## config.mk

```make
export PLATFORM = sky130hd
export DESIGN_NAME = scan_controller
export DESIGN_NICKNAME = d
export VERILOG_FILES = /design/src/rtl/scanner_pkg.sv /design/src/rtl/cycle_timer.sv /design/src/rtl/scan_controller.sv
export SDC_FILE = /design/constraint.sdc
export NUM_CORES = 1
export LEC_CHECK = 0
export CAP_MARGIN = 5
export CORE_AREA = 4 4 41 43
export DETAILED_ROUTE_END_ITERATION = 12
export DIE_AREA = 0 0 45 47
export PLACE_DENSITY = 0.72
export SLEW_MARGIN = 25
export SYNTH_ARGS = -nofsm -noshare
export SYNTH_HDL_FRONTEND = slang
export SYNTH_SLANG_ARGS = --single-unit
export TNS_END_PERCENT = 30
```

## constraint.sdc

```tcl
create_clock -name clk -period 2.8 [get_ports clk]
set_input_delay 0.42 -clock clk [delete_from_list [all_inputs] [get_ports clk]]
set_output_delay 0.42 -clock clk [all_outputs]
set_load 0.005 [all_outputs]
```

## src/rtl/scanner_pkg.sv

```systemverilog
// scanner_pkg
// Shared types and constants for the scanner control path. The memory
// occupancy counter uses the same FULL/XFER defaults, so it imports this package too.
//   state_t              : controller state encoding (also exported on the debug port)
//   FULL_DEFAULT         : occupancy ceiling of the memory counter
//   XFER_THRESH_DEFAULT  : occupancy at which a transfer is offered
//   cnt_width()          : counter width for a given modulus, never less than 1 bit

package scanner_pkg;

  typedef enum logic [1:0] {
    LOW_POWER = 2'd0,
    IDLE      = 2'd1,
    SCANNING  = 2'd2,
    FLUSHING  = 2'd3
  } state_t;

  localparam int unsigned FULL_DEFAULT        = 100;
  localparam int unsigned XFER_THRESH_DEFAULT = 80;

  // $clog2(1) is 0, and a zero-width counter is not legal.
  function automatic int unsigned cnt_width(int unsigned modulus);
    return (modulus <= 2) ? 1 : $clog2(modulus);
  endfunction

endpackage

```

## src/rtl/cycle_timer.sv

```systemverilog
// cycle_timer
// Modulo-MOD cycle counter with a synchronous clear. Clear has priority over
// enable. The counter wraps from MOD-1 to 0.
//   clk      : clock, rising edge
//   reset    : synchronous active-high reset, sets the count to 0
//   clr      : synchronous clear to 0
//   en       : advance the count by one this cycle
//   terminal : count == MOD-1
//   zero     : count == 0

module cycle_timer
  import scanner_pkg::*;
#(
  parameter int unsigned MOD = 4
) (
  input  logic clk,
  input  logic reset,
  input  logic clr,
  input  logic en,
  output logic terminal,
  output logic zero
);

  localparam int unsigned W = cnt_width(MOD);
  localparam logic [W-1:0] Last = W'(MOD - 1);

  logic [W-1:0] count_q, count_d;

  always_comb begin
    count_d = count_q;
    if (clr) begin
      count_d = '0;
    end else if (en) begin
      count_d = (count_q == Last) ? '0 : count_q + W'(1);
    end
  end

  always_ff @(posedge clk) begin
    if (reset) begin
      count_q <= '0;
    end else begin
      count_q <= count_d;
    end
  end

  assign terminal = (count_q == Last);
  assign zero     = (count_q == '0);

endmodule

```

## src/rtl/scan_controller.sv

```systemverilog
// scan_controller
// Control FSM sitting directly upstream of the memory occupancy counter. It sequences the scanner
// through LOW_POWER, IDLE, SCANNING and FLUSHING, paces scan pulses every SCAN_PERIOD cycles, and
// offers a transfer once occupancy reaches XFER_THRESH. It drops to LOW_POWER after IDLE_TIMEOUT
// quiet cycles with an empty buffer.
//   clk               : clock, rising edge
//   reset             : synchronous active-high reset, enters LOW_POWER
//   start             : level, request to begin scanning
//   stop              : level, abort scanning
//   flush_req         : level, downstream grants a transfer
//   mem_used          : occupancy reported by the memory counter (unsigned)
//   scan              : increment strobe to the memory counter
//   flush             : drain strobe to the memory counter
//   ready_to_transfer : occupancy at or above XFER_THRESH while idle or scanning
//   low_power         : controller is in LOW_POWER
//   done              : one-cycle pulse on the last FLUSHING cycle
//   state             : current state encoding, for debug
// Outputs are combinational from the registered state and the current inputs. The counter sees the
// strobes one edge later, so scan is gated on the live occupancy to stop at the ceiling.

module scan_controller
  import scanner_pkg::*;
#(
  parameter int unsigned FULL         = FULL_DEFAULT,
  parameter int unsigned XFER_THRESH  = XFER_THRESH_DEFAULT,
  parameter int unsigned SCAN_PERIOD  = 1,
  parameter int unsigned IDLE_TIMEOUT = 16
) (
  input  logic       clk,
  input  logic       reset,
  input  logic       start,
  input  logic       stop,
  input  logic       flush_req,
  input  logic [7:0] mem_used,
  output logic       scan,
  output logic       flush,
  output logic       ready_to_transfer,
  output logic       low_power,
  output logic       done,
  output logic [1:0] state
);

  localparam logic [7:0] FullLvl = 8'(FULL);
  localparam logic [7:0] XferLvl = 8'(XFER_THRESH);

  state_t state_q, state_d;

  logic below_full;
  logic at_xfer;
  logic nonempty;
  logic xfer_grant;
  logic quiet;
  logic idle_term, idle_zero;
  logic phase_term, phase_zero;
  logic idle_timeout;
  logic unused_timer_flags;

  assign below_full = (mem_used < FullLvl);
  assign at_xfer    = (mem_used >= XferLvl);
  assign nonempty   = (mem_used != 8'd0);
  assign xfer_grant = flush_req & at_xfer;

  // Any activity or a non-empty buffer restarts the power-down countdown.
  assign quiet = ~nonempty & ~start & ~flush_req;

  // The idle timer is held clear outside IDLE, so it reads 0 on the first IDLE cycle.
  cycle_timer #(
    .MOD (IDLE_TIMEOUT)
  ) u_idle_timer (
    .clk      (clk),
    .reset    (reset),
    .clr      ((state_q != IDLE) | ~quiet),
    .en       (state_q == IDLE),
    .terminal (idle_term),
    .zero     (idle_zero)
  );

  // The phase counter is held clear outside SCANNING, so the first SCANNING cycle is phase 0.
  cycle_timer #(
    .MOD (SCAN_PERIOD)
  ) u_phase_timer (
    .clk      (clk),
    .reset    (reset),
    .clr      (state_q != SCANNING),
    .en       (state_q == SCANNING),
    .terminal (phase_term),
    .zero     (phase_zero)
  );

  // Timer flags not needed here.
  assign unused_timer_flags = idle_zero ^ phase_term;

  // The count reaches IDLE_TIMEOUT-1 on the last quiet cycle, so IDLE lasts exactly IDLE_TIMEOUT.
  assign idle_timeout = idle_term & quiet;

  always_comb begin
    state_d = state_q;
    unique case (state_q)
      LOW_POWER: begin
        if (start) begin
          state_d = SCANNING;
        end
      end
      IDLE: begin
        if (start && below_full) begin
          state_d = SCANNING;
        end else if (flush_req && nonempty) begin
          state_d = FLUSHING;
        end else if (idle_timeout) begin
          state_d = LOW_POWER;
        end
      end
      SCANNING: begin
        if (stop) begin
          state_d = IDLE;
        end else if (xfer_grant) begin
          state_d = FLUSHING;
        end else if (!below_full) begin
          state_d = IDLE;
        end
      end
      FLUSHING: begin
        // Requests are ignored until the drain completes.
        if (!nonempty) begin
          state_d = IDLE;
        end
      end
    endcase
  end

  always_ff @(posedge clk) begin
    if (reset) begin
      state_q <= LOW_POWER;
    end else begin
      state_q <= state_d;
    end
  end

  // Suppress the pulse on any cycle where SCANNING is about to be left.
  assign scan = (state_q == SCANNING) & phase_zero & below_full & ~stop & ~xfer_grant;
  assign flush = (state_q == FLUSHING) & nonempty;
  assign ready_to_transfer = ((state_q == IDLE) | (state_q == SCANNING)) & at_xfer;
  assign low_power = (state_q == LOW_POWER);
  assign done = (state_q == FLUSHING) & ~nonempty;
  assign state = state_q;

  // The memory counter cannot take both strobes in one cycle.
  assert property (@(posedge clk) !(scan && flush));

endmodule
```

After elaboration in Yosys (flattened, before gate mapping)
Cells that the tools add are included.
{ "classes": {"n_eq_ne": 10, "bitwise": 20, "mul": 0, "n_reduce_logical": 7, "magnitude_cmp": 2, "shift": 0, "n_div": 0, "addsub": 2, "muxes": 11} }
{ "ops": {"columns": ["op", "n"], "rows": [
  ["2-bit 2-to-1 mux", 8],
  ["1-bit AND", 11],
  ["8-bit by 7-bit greater-or-equal comparator with 1-bit output, second input constant", 1],
  ["8-bit by 7-bit < comparator with 1-bit output, second input constant", 1],
  ["4-bit inequality test, second input constant", 2],
  ["2-bit one-hot mux with 4 select lines", 1],
  ["8-bit nonzero test", 1],
  ["1-bit NOT", 7],
  ["2-bit inequality test, second input constant", 3],
  ["4-bit by 1-bit adder with 4-bit output, second input constant", 1],
  ["2-bit equality test, second input constant", 2],
  ["4-bit equality test, second input constant", 1],
  ["4-bit 2-to-1 mux", 1],
  ["4-bit AND reduction", 1],
  ["2-bit OR reduction", 2],
  ["2-bit by 1-bit equality test with 1-bit output, second input constant", 1],
  ["1-bit logical AND", 2],
  ["2-bit zero test", 1],
  ["2-bit by 1-bit inequality test with 1-bit output, second input constant", 1],
  ["1-bit OR", 2],
  ["1-bit adder, second input constant", 1],
  ["1-bit 2-to-1 mux", 1]
]} }
{ "totals": {"ram_bits": 0, "romBits": 0, "out_inout_bits": 7, "mem_count": 0, "regBits": 7, "latchBits": 0} }

Depth between registers and ports, before layout
{ "logic_depth": {"ltp_word": 9, "mapped_depth": 7, "mapped_depth_nobuf": 7} }

Hierarchy
From an unflattened synthesis, not the netlist that was laid out.
{ "hier_totals": {"hier_cells": 70, "area_unflattened_um2": 575.6} }
{ "modules_own_cells": {"columns": ["module", "instances", "area_each_um2", "cells_each"], "rows": [
  ["scan_controller", 1, 349.1, 44],
  ["cycle_timer (u_idle_timer)", 1, 207.7, 23],
  ["cycle_timer (u_phase_timer)", 1, 18.8, 3]
]} }

Worst setup path after synthesis
No wires, ideal clock.
{ "synth_timing": {"path_kind": "input -> register", "from": "input port mem_used[7]", "to": "register state_q[0] (netlist: state[0])", "setup_slack_ns": 1.166, "arrival_time_ns": 1.550, "path_stages": 5, "t_required_ns": 2.716, "n_path_buf": 0, "cell_sequence": "or4_4 -> o21ai_2 -> nand4_2 -> and2_4 -> o31ai_2"} }
{ "synth_via": {"elab_chain_len": 7, "elab_cells_between_ends": 19} }
{ "synth_rtl": {"columns": ["element", "line", "rtl"], "rows": [
  ["start, declared", "scan_controller.sv:34", "input logic [7:0] mem_used,"],
  ["parallel branches: the longest is 7 deep, another holds 8-bit by 7-bit greater-or-equal comparator with 1-bit output", null, null],
  ["end signal, assigned", "scan_controller.sv:135", "state_q <= state_d;"],
  ["end, declared", "scan_controller.sv:46", "state_t state_q, state_d;"]
]} }
Several ways; the timed one is not identified.
A chain may end at the register's enable or synchronous reset.

Final worst setup path
{ "layout_timing": {"from": "input port mem_used[7]", "to": "output port flush"} }
{ "layout_via": {"elab_chain_len": 2} }
{ "layout_rtl": {"columns": ["element", "line", "rtl"], "rows": [
  ["8-bit nonzero test", "scan_controller.sv:60", "assign nonempty = (mem_used != 8'd0);"],
  ["1-bit AND", "scan_controller.sv:141", "assign flush = (state_q == FLUSHING) & nonempty;"],
  ["end, declared", "scan_controller.sv:36", "output logic flush,"]
]} }
No other way between the ends.

==> metrics.md <==
| Metric | Value |
|---|---|
| Status | finished clean |
| Relative slew slack | ~78% |
| Drt initial violations | 13 |
| Reg2reg path depth | 6 |
| Num rows | 13 |
| I/O Buffers | 19 |
| Seq cells post-synth | 6 |
| Filler instances | between 100 and 150 |
| Avg Vias per Cell | between 5 and 6 |
| Slowest cell on crit path | or4_4 |
| Iteration count of the initial detailed-routing pass | 4 |
| Cell taking the most area after synthesis | dfxtp_1 |
| Total grt overflow | 0 |
| Post-synth EDFFs | 0 |
| Wire per inst | roughly 13 um |
| NumNets Final | around 110 |
| Clk slew on worst S/H paths | around 0.050 ns |
| Finish-stage setup viols | 0 |
| Critical path buffers and inverters | 3 |
| Total number of vias | between 500 and 600 |
| CTS tree | yes |
| Largest net degree at the start of global routing | 8 |
| Area Growth Syn to Fin | 48.40% |
| Req. time, crit path | 2.38 ns |
| Max VDD drop | approximately 340 uV |
| # DRC | 0 |
| CTS root buf | clkbuf_4 |
| CTS buffer count | 3 |
| Crit-path max cell delay | around 0.58 ns |
| Max Slew Vio Count | 0 |
| Met2 wire length | between 500 and 600 um |
| Final Routed Wirelength | between 1 and 1.5 mm |
| Hold Buf Count CTS | 0 |
| Crit path cell chain | clkdlybuf4s50_1 > or4_4 > o21ai_1 > inv_1 > clkdlybuf4s50_1 |
| Ports | 20 |
| Number of setup buffers added after CTS | 0 |
| Ant diodes | 0 |
| Crit. End Element | output port |
| Cell variety after synth | 29 |
| Area of the mapped netlist | 509.2 um2 |
| Post-cts sizing count | 0 |
| Starting density of the core | between 30 and 40% |
| Synthesized Nets | slightly below 80 |
| Vias in the first global route | ~540 |
| Routed length on met3 | ~65 um |
| CTS Buffer Depth | 2 |
| R2r endpoint | u_idle_timer.count_q[0]$_SDFFE_PP0P_ |
| Max Cap Viol | 0 |
| GPL Wtd Cong | around 0.74 |
| Setup CP Type | primary input to output port |
| Cells after Synth | just over 60 |
| CORE AREA | about 1300 um2 |
| PD cells | 414.7 nW/um2 |
| Worst-margin pin slew | about 0.33 ns |
| Most used cell, CP | clkdlybuf4s50_1 |
| Crit Path Max Fanout | 5 |
| Yosys top cell area share | between 20% and 30% |
| Synth area leaders | dfxtp_1 (24%), ha_1 (12%), inv_1 (4.4%) |
| GRT Total Usage | about 14% |
| Hold endpoint | u_idle_timer.count_q[3]$_SDFFE_PP0P_ |
| Die Area | ~2100 um2 |
| H-tree depth | 1 |
| Post-DP HPWL | between 1 and 1.5 mm |
| Final setup TNS | 0 ns |
| Ys flop type | dfxtp_1 |
| Max layer used | met3 |
| Reg-to-reg critical path startpoint | state[1]$_SDFFE_PP0P_ |
| Startpoint types | primary input |
| Post-DRT Antenna Nets | 0 |
| Share of the core filled with cells | between 50% and 60% |
| Clock latency on the worst-skew pair | around 0.24 ns |
| Die H | between 40 and 50 um |
| Syn Area/Cell | about 8.3 um2 |
| Cell leakage power | between 0.3 and 0.4 nW |
| Clock Skews | 0.005241 ns |
| R2R Setup Slk | 1.17 ns |
| RSZ-0062 raised after global routing | no |
| Peak Freq | roughly 380 MHz |
| CP delay by family, top | buffers and inverters |
| Die X | approximately 45 um |
| Period utilisation layout | between 90 and 100% |
| Min cycle time layout | ~2.6 ns |
| Sequential area share after synthesis | between 20% and 30% |
| Initial antenna violation count | 0 |
| DRT met1 WL | 596 um |
| Fin. Hold Viols | 0 |
| Hold Path Class | flop to flop |
| Async SR Flop Fraction | 0% |
| Critical hold path startpoint | u_idle_timer.count_q[3]$_SDFFE_PP0P_ |
| Syn. warnings | 0 |
| CP arrival | 2.20 ns |
| Clock sinks | 6 |
| Worst Hold Path Cells | 1 |
| Share of layout cells above drive strength 1 | between 15 and 20% |
| Power, Total | roughly 0.31 mW |
| First-pass GRT wire length | 2.173 mm |
[cells in the final DEF, fill, tap and decap left out]
cell              n
nand2b_1          1
buf_4             2
nand4_2           1
a41oi_1           1
a211oi_2          1
and2_4            1
nand4_1           2
nor3_1            1
o21ai_2           1
clkdlybuf4s50_1  19
a31oi_1           1
and3_2            1
or4_4             2
a311oi_1          1
xor2_1            1
nor2_1            5
o21ai_1           2
a21oi_1           4
nor4_2            1
o31ai_2           1
nor4_1            3
a31o_2            1
and3_1            3
inv_1             6
clkbuf_4          3
o211ai_1          1
o2111ai_1         1
nand2_1           4
a211o_1           1
o21a_1            2
ha_1              5
dfxtp_1           6
[cell usage after synthesis, types with 2 or more instances]
library cell	count
o21a_1	2
inv_1	6
or4_4	2
and3_1	3
a21oi_1	4
dfxtp_1	6
nand2_1	4
ha_1	5
nand4_1	2
nor2_1	5
o21ai_1	2
nor4_1	3
[metal layers]
metal | track usage [%] | vias up
met5 | 0 | -
li1 | - | 284
met3 | 6.897 | 0
met2 | 24.01 | 9
met4 | 3.509 | 0
met1 | 16.40 | 245
[worst max-delay path by stage]
stage | start | cells past startpoint | slack (ns) | to
floorplan | mem_used[7] | 5 | 1.17 | state[0]$_SDFFE_PP0P_
global placement | mem_used[7] | 5 | 0.24 | scan
detailed placement | mem_used[7] | 5 | 0.19 | flush
CTS | mem_used[7] | 5 | 0.19 | flush
global route | mem_used[7] | 5 | 0.11 | flush
finish | mem_used[7] | 5 | 0.18 | flush
[sequential cells by signal, summed over array words and instances (netlist names)]
signal / flops
u_idle_timer.count_q: 4
state: 2
[cell type report]
type	instances	area [um2]	area share, %
clock buffer	3	22.52	2.980
inverter	6	22.52	2.980
multi-input combinational	49	366.6	48.51
sequential	6	120.1	15.89
tap	15	18.77	2.483
timing repair buffer	21	205.2	27.15
[per-stage QoR]
step	hold WS, ns	std cells	area (um2)	setup slack [ns]
final	0.4865	100	755.7	0.1843
after global routing	0.5062	100	755.7	0.1110
after CTS	0.4785	100	755.7	0.1907
after detailed placement	0.4692	97	733.2	0.1911
after global placement	0.4675	97	733.2	0.2351
after floorplan	0.4388	61	509.2	1.166
[logic make-up (layout without fill, tap and decap cells)]
| group | count (synthesis) | in the layout | share of synthesized area, % |
|---|---|---|---|
| and+or+nand+nor | 25 | 25 | 31.20 |
| buffers and inverters | 6 | 30 | 4.422 |
| DFF | 6 | 6 | 23.59 |
| xor gates and xnor gates | 1 | 1 | 1.720 |
| AOI/OAI and AO/OA | 18 | 18 | 26.78 |
| adders and majority gates | 5 | 5 | 12.29 |
[power by group]
group	leakage (nW)	total [mW]	internal, mW	switching [mW]
clock	0.0138	0.0784	0.0484	0.0300
combinational	0.244	0.137	0.0780	0.0588
sequential	0.0487	0.0983	0.0911	0.00712
(Power assumes the default switching activity.)
